--- config.mk ---
export PLATFORM = sky130hd
export DESIGN_NAME = wb_trace_recorder
export DESIGN_NICKNAME = d
export VERILOG_FILES = /design/src/rtl/wb_trace_recorder_pkg.sv /design/src/rtl/wb_trace_recorder_fifo.sv /design/src/rtl/wb_trace_recorder.sv
export SDC_FILE = /design/constraint.sdc
export NUM_CORES = 2
export LEC_CHECK = 0
export CELL_PAD_IN_SITES_DETAIL_PLACEMENT = 0
export CELL_PAD_IN_SITES_GLOBAL_PLACEMENT = 1
export CORE_AREA = 2 2 364 637
export DETAILED_ROUTE_END_ITERATION = 7
export DIE_AREA = 0 0 366 639
export GPL_TIMING_DRIVEN = 0
export PLACE_DENSITY_LB_ADDON = 0.1
export SLEW_MARGIN = 20
export SYNTH_ARGS = -nofsm -noshare
export SYNTH_HDL_FRONTEND = slang
export SYNTH_HIERARCHICAL = 1
export SYNTH_SLANG_ARGS = --single-unit
--- constraint.sdc ---
create_clock -name clk -period 20.6 [get_ports clk]
set_clock_uncertainty 0.1 [all_clocks]
set_input_delay 4.12 -clock clk [delete_from_list [all_inputs] [get_ports clk]]
set_output_delay 4.12 -clock clk [all_outputs]
set_load 0.005 [all_outputs]
--- src/rtl/wb_trace_recorder_pkg.sv ---
// Trace entry layout and event kind codes shared by the recorder and its FIFO.
package trace_pkg;

  localparam logic KIND_GRF      = 1'b0;
  localparam logic KIND_DM       = 1'b1;
  localparam int   TRACE_ENTRY_W = 97;

  typedef struct packed {
    logic        kind;
    logic [31:0] pc;
    logic [31:0] addr;
    logic [31:0] data;
  } trace_entry_t;

endpackage

--- src/rtl/wb_trace_recorder_fifo.sv ---
// Two-write/one-read circular buffer with occupancy count; writes land next cycle.
// Caller must never assert push1_vld without push0_vld or exceed free space.
module trace_fifo
  import trace_pkg::*;
#(
  parameter int DEPTH = 16,
  parameter int W     = TRACE_ENTRY_W
) (
  input  logic                       clk,
  input  logic                       reset,
  input  logic                       push0_vld,
  input  logic [W-1:0]               push0_dat,
  input  logic                       push1_vld,
  input  logic [W-1:0]               push1_dat,
  input  logic                       pop,
  output logic [W-1:0]               head_dat,
  output logic [$clog2(DEPTH+1)-1:0] count
);

  localparam int PW = $clog2(DEPTH);
  localparam int CW = $clog2(DEPTH+1);

  logic [W-1:0]  mem [DEPTH];
  logic [PW-1:0] wptr;
  logic [PW-1:0] rptr;

  // Pointers are power-of-two wide, so wrap is free.
  always_ff @(posedge clk) begin
    if (reset) begin
      wptr  <= '0;
      rptr  <= '0;
      count <= '0;
    end else begin
      if (push0_vld) mem[wptr] <= push0_dat;
      if (push1_vld) mem[wptr + PW'(1)] <= push1_dat;
      wptr  <= wptr + PW'(push0_vld) + PW'(push1_vld);
      rptr  <= rptr + PW'(pop);
      count <= count + CW'(push0_vld) + CW'(push1_vld) - CW'(pop);
    end
  end

  assign head_dat = mem[rptr];

endmodule

--- src/rtl/wb_trace_recorder.sv ---
// Orders GRF/DM write events (GRF first) into a show-ahead FIFO; 1-cycle latency, valid/ready pop.
// Events that do not fit are dropped and latch trace_overflow; TRACE_FILTER_ZERO_EN drops $0 writes.
module wb_trace_recorder
  import trace_pkg::*;
#(
  parameter int DEPTH = 16
) (
  input  logic                       clk,
  input  logic                       reset,
  input  logic                       grf_we,
  input  logic [31:0]                grf_pc,
  input  logic [4:0]                 grf_addr,
  input  logic [31:0]                grf_data,
  input  logic                       dm_we,
  input  logic [31:0]                dm_pc,
  input  logic [31:0]                dm_addr,
  input  logic [31:0]                dm_data,
  output logic                       trace_valid,
  input  logic                       trace_ready,
  output logic                       trace_kind,
  output logic [31:0]                trace_pc,
  output logic [31:0]                trace_addr,
  output logic [31:0]                trace_data,
  output logic                       trace_overflow,
  output logic [$clog2(DEPTH+1)-1:0] trace_count
);

  localparam int CW = $clog2(DEPTH+1);

  trace_entry_t grf_e, dm_e, push0_dat, head;
  logic         grf_evt, dm_evt, pop, push0_vld, push1_vld, drop;
  logic         has1, has2;
  logic [CW:0]  free;

`ifdef TRACE_FILTER_ZERO_EN
  assign grf_evt = grf_we && (grf_addr != 5'd0);
`else
  assign grf_evt = grf_we;
`endif
  assign dm_evt = dm_we;

  assign grf_e = '{kind: KIND_GRF, pc: grf_pc, addr: {27'd0, grf_addr}, data: grf_data};
  assign dm_e  = '{kind: KIND_DM,  pc: dm_pc,  addr: dm_addr,           data: dm_data};

  assign pop  = trace_valid && trace_ready;
  // A pop this cycle frees its slot for a push at the same edge.
  assign free = (CW+1)'(DEPTH) - {1'b0, trace_count} + (CW+1)'(pop);
  assign has1 = free >= (CW+1)'(1);
  assign has2 = free >= (CW+1)'(2);

  always_comb begin
    push0_vld = 1'b0;
    push1_vld = 1'b0;
    push0_dat = grf_e;
    drop      = 1'b0;
    if (!reset) begin
      if (grf_evt) begin
        push0_vld = has1;
        push1_vld = dm_evt && has2;
        drop      = !has1 || (dm_evt && !has2);
      end else if (dm_evt) begin
        push0_vld = has1;
        push0_dat = dm_e;
        drop      = !has1;
      end
    end
  end

  trace_fifo #(.DEPTH(DEPTH), .W(TRACE_ENTRY_W)) u_fifo (
    .clk       (clk),
    .reset     (reset),
    .push0_vld (push0_vld),
    .push0_dat (push0_dat),
    .push1_vld (push1_vld),
    .push1_dat (dm_e),
    .pop       (pop),
    .head_dat  (head),
    .count     (trace_count)
  );

  always_ff @(posedge clk) begin
    if (reset)     trace_overflow <= 1'b0;
    else if (drop) trace_overflow <= 1'b1;
  end

  assign trace_valid = trace_count != '0;
  assign trace_kind  = trace_valid ? head.kind : 1'b0;
  assign trace_pc    = trace_valid ? head.pc   : 32'd0;
  assign trace_addr  = trace_valid ? head.addr : 32'd0;
  assign trace_data  = trace_valid ? head.data : 32'd0;

endmodule

==> impl_metrics.sql <==
INSERT INTO impl_metrics (metric_group, metric, value, unit) VALUES
('placed_design', 'port_buffers', '273', ''),
('timing', 'timing_max_transition_violations_final', '0', ''),
('cts', 'cts-htree-levels', '4', ''),
('cts', 'cts.reportedPaths.clkPinSlew', '60', 'ps'),
('timing', 'finalSetupViolations', '0', ''),
('worst_hold_path', 'min-delay-path-class', 'reg2reg', ''),
('timing', 'finalWorstPathRequiredPeriod', '9210', 'ps'),
('yosys', 'yosysSeqAreaShare', '0.589', ''),
('routing', 'avgRoutedWirePerCell', '35.2', 'um'),
('timing', 'hold_violations', '0', ''),
('power_and_ir_drop', 'powerDensity', '92.1', 'mW/mm^2'),
('floorplanning', 'floorplan.rows', '233', ''),
('finish', 'syn2layout_area_growth', '19.3', '%'),
('power_and_ir_drop', 'worst_ir_drop_vdd', '0.0000660', 'V'),
('routing', 'route.vias.total', '46688', ''),
('yosys', 'synth.avg_cell_area', '17.2', 'um^2'),
('global_routing', 'number_of_global_route_vias_before_repair', '49730', ''),
('global_routing', 'grt_max_degree', '19', ''),
('cts', 'cts_made_buffers', '169', ''),
('critical_path', 'cp.arrival', '4990', 'ps'),
('yosys', 'yosys_warn_count', '6', ''),
('critical_path', 'r2r_slack', '13860', 'ps'),
('cts', 'clockRootBuffer', 'sky130_fd_sc_hd__clkbuf_16', ''),
('placed_design', 'hpwlAfterDp', '206', 'mm'),
('routing', 'firstDrtPassIters', '5', ''),
('run_status', 'run_status', 'completed', ''),
('floorplanning', 'die_height', '639', 'um'),
('cts', 'cts-root-to-sink-buffers', '4', ''),
('critical_path', 'worst_r2r_path_depth', '22', ''),
('cts', 'hold_buffers', '0', ''),
('cts', 'tritoncts_clock_tree', 'built', ''),
('finish', 'final.fill_count', '20971', ''),
('cts', 'number_of_setup_buffers_added_after_cts', '0', ''),
('yosys', 'synthCells', '4631', ''),
('timing', 'setup_slack', '11390', 'ps'),
('finish', 'num-nets-final', '5405', ''),
('timing', 'worst_hold_slack', '369', 'ps'),
('global_routing', 'grt.total_usage', '0.249', ''),
('power_and_ir_drop', 'cellLeakagePower', '31.3', 'nW'),
('floorplanning', 'die_area', '0.234', 'mm^2'),
('routing', 'drcViolationCount', '0', ''),
('critical_path', 'timing.rr.start', 'u_fifo/count[3]$_SDFF_PP0_', ''),
('routing', 'drt_wl_total', '296', 'mm'),
('worst_hold_path', 'min_to', 'trace_overflow$_SDFFE_PP0P_', ''),
('yosys', 'synth_area', '0.0797', 'mm^2'),
('critical_path', 'worstSetupStartpointType', 'register', ''),
('yosys', 'ys_types', '46', ''),
('timing', 'max_freq', '109', 'MHz'),
('floorplanning', 'core', '0.229', 'mm^2'),
('global_routing', 'first_pass_grt_wire_length', '407', 'mm'),
('timing', 'tightest_slew', '1210', 'ps'),
('global_routing', 'grt-ovfl-total', '0', ''),
('routing', 'drt_first_iter_violations', '3857', ''),
('timing', 'rel_slew_slack', '0.193', ''),
('cts', 'cts.repair.resized', '0', ''),
('critical_path', 'worstPathRequired', '16380', 'ps'),
('global_routing', 'grt_antenna_before_repair', '29', ''),
('finish', 'layout-drive-gt1-share', '0.466', ''),
('floorplanning', 'io-pin-count', '274', ''),
('placed_design', 'gp_congestion', '0.761', ''),
('routing', 'drt-vias-per-instance', '5.55', ''),
('floorplanning', 'floorplan.initialDensity', '0.348', ''),
('worst_hold_path', 'whs_path_depth', '2', ''),
('cts', 'clk-insertion-delay-late', '830', 'ps'),
('critical_path', 'timing.critical_path.fanout_max', '10', ''),
('critical_path', 'setup.worst_path.end_class', 'output port', ''),
('placed_design', 'dpl_worst_slack', '10750', 'ps'),
('cts', 'cts.sinks', '1566', ''),
('timing', 'grt_setup_unrepaired', 'false', ''),
('yosys', 'synth_seq_cells', '1566', ''),
('routing', 'postRouteAntennaNets', '0', ''),
('critical_path', 'regToRegEndpoint', 'u_fifo/mem[13][41]$_DFFE_PP_', ''),
('worst_hold_path', 'worst_hold_startpoint', 'trace_overflow$_SDFFE_PP0P_', ''),
('floorplanning', 'die_w', '366', 'um'),
('flow_run', 'maxCapViolations', '0', ''),
('timing', 'post-route-period-util', '0.447', ''),
('critical_path', 'critical_path_class', 'reg2out', '');
## power breakdown
| part | switching [W] | internal [W] |
|---|---|---|
| Sequential | 0.0000225 | 0.00358 |
| Clock | 0.00131 | 0.00163 |
| Combinational | 0.00114 | 0.00106 |
## registers in the layout (all words and copies together), names as in the netlist
signal	cells
u_fifo/rptr	4
u_fifo/wptr	4
u_fifo/count	5
trace_overflow	1
u_fifo/mem	1552
## synth_stat cells, drive strengths merged
master  number  area, um^2
a21o         2        15.0
a21oi        3        15.0
a22oi      194        1460
and2       126         813
and3         5        31.3
and3b        2        17.5
and4b        1        10.0
buf        234        1200
clkbuf     279        1050
conb         1        3.75
dfxtp       14         280
edfxtp    1552       46600
fa           3        60.1
ha           9         113
inv         14        52.6
mux2      1621       18300
mux4       388        8740
nand2      113         424
nand2b       5        33.8
nand3        2        10.0
nor2        17        63.8
nor2b       10        62.6
nor3         3        25.0
nor3b        1        12.5
nor4         1        21.3
o21a         1        7.51
o21ai       10        50.1
o21bai       6        45.0
o221ai       1        8.76
o41ai        1        16.3
or2          2        12.5
or3          1        6.26
or4          1        7.51
xnor2        5        43.8
xor2         3        26.3
## cell usage in the layout, fill, tap and decap left out, types with 12 or more instances in the layout
master,count
sky130_fd_sc_hd__a22oi_1,194
sky130_fd_sc_hd__and2_1,116
sky130_fd_sc_hd__buf_1,39
sky130_fd_sc_hd__buf_12,29
sky130_fd_sc_hd__buf_16,102
sky130_fd_sc_hd__buf_2,175
sky130_fd_sc_hd__buf_4,14
sky130_fd_sc_hd__clkbuf_1,298
sky130_fd_sc_hd__clkbuf_16,173
sky130_fd_sc_hd__clkbuf_2,12
sky130_fd_sc_hd__clkdlybuf4s50_1,273
sky130_fd_sc_hd__clkinv_1,50
sky130_fd_sc_hd__clkinv_2,31
sky130_fd_sc_hd__dfxtp_1,14
sky130_fd_sc_hd__edfxtp_1,1552
sky130_fd_sc_hd__inv_1,13
sky130_fd_sc_hd__mux2_1,116
sky130_fd_sc_hd__mux2_2,1487
sky130_fd_sc_hd__mux2_4,18
sky130_fd_sc_hd__mux4_2,388
sky130_fd_sc_hd__nand2_1,113
sky130_fd_sc_hd__nor2_1,16
## worst max-delay path, cell delays in order (launching register included)
cell and delay, ps:
sky130_fd_sc_hd__dfxtp_1 430, sky130_fd_sc_hd__and2_1 150, sky130_fd_sc_hd__clkbuf_1 790, sky130_fd_sc_hd__clkbuf_1 830, sky130_fd_sc_hd__clkbuf_1 930, sky130_fd_sc_hd__a22oi_1 160, sky130_fd_sc_hd__nand2_1 110, sky130_fd_sc_hd__and2_1 200
sky130_fd_sc_hd__clkdlybuf4s50_1 530
## final cells by class
class	instances	area, um^2	area share
tap	3055	3820	0.0402
antenna	8	20.0	0.000211
clock buffer	204	4450	0.0468
multi-input combinational	2544	30700	0.323
inverter	14	52.6	0.000553
clock inverter	92	607	0.00638
buffer	513	2260	0.0238
sequential	1566	46900	0.493
timing repair buffer	415	6270	0.0660
## per-layer routing
| layer | track usage | up-vias | part of all wire |
|---|---|---|---|
| met5 | 0 | - | 0.00030 |
| li1 | - | 19730 | - |
| met1 | 0.298 | 24982 | 0.39 |
| met4 | 0.0778 | 14 | 0.033 |
| met2 | 0.465 | 1492 | 0.54 |
| met3 | 0.0284 | 470 | 0.044 |
## worst max path at each step
stage / start / endpoint / slack (ps) / cells after the start
floorplan: trace_ready / u_fifo/mem[7][0]$_DFFE_PP_ / 7300 / 10
global placement: trace_ready / u_fifo/mem[6][53]$_DFFE_PP_ / -6480 / 11
detailed placement: trace_ready / u_fifo/mem[13][39]$_DFFE_PP_ / 10750 / 17
CTS: u_fifo/rptr[3]$_SDFF_PP0_ / trace_pc[2] / 11340 / 8
global route: u_fifo/rptr[3]$_SDFF_PP0_ / trace_pc[2] / 11290 / 8
finish: u_fifo/rptr[2]$_SDFF_PP0_ / trace_pc[2] / 11390 / 8
## through the flow
step	setup TNS (ps)	std cells	util	cell area, um^2	power, W
after floorplan	0	4637	-	79700	0.00491
after global placement	-5677900	7965	0.376	86200	0.00590
after detailed placement	0	8107	0.393	90000	0.00592
after CTS	0	8403	0.415	95000	0.00887
after global routing	0	8404	0.415	95000	0.00906
final	0	8411	0.415	95100	0.00875
## logic make-up (layout without fill, tap and decap cells)
kind of cell | Yosys count | count (layout) | share of synthesized area
adders and majority gates | 12 | 12 | 0.00217
muxes | 2009 | 2009 | 0.340
DFF | 1566 | 1566 | 0.589
and+or+nand+nor | 290 | 290 | 0.0195
buffers and inverters | 527 | 1238 | 0.0289
other | 1 | 15 | 0.0000471
xor gates and xnor gates | 8 | 8 | 0.000880
AOI/OAI and AO/OA | 218 | 218 | 0.0203
No activity file was read; power rests on OpenSTA's default activity.
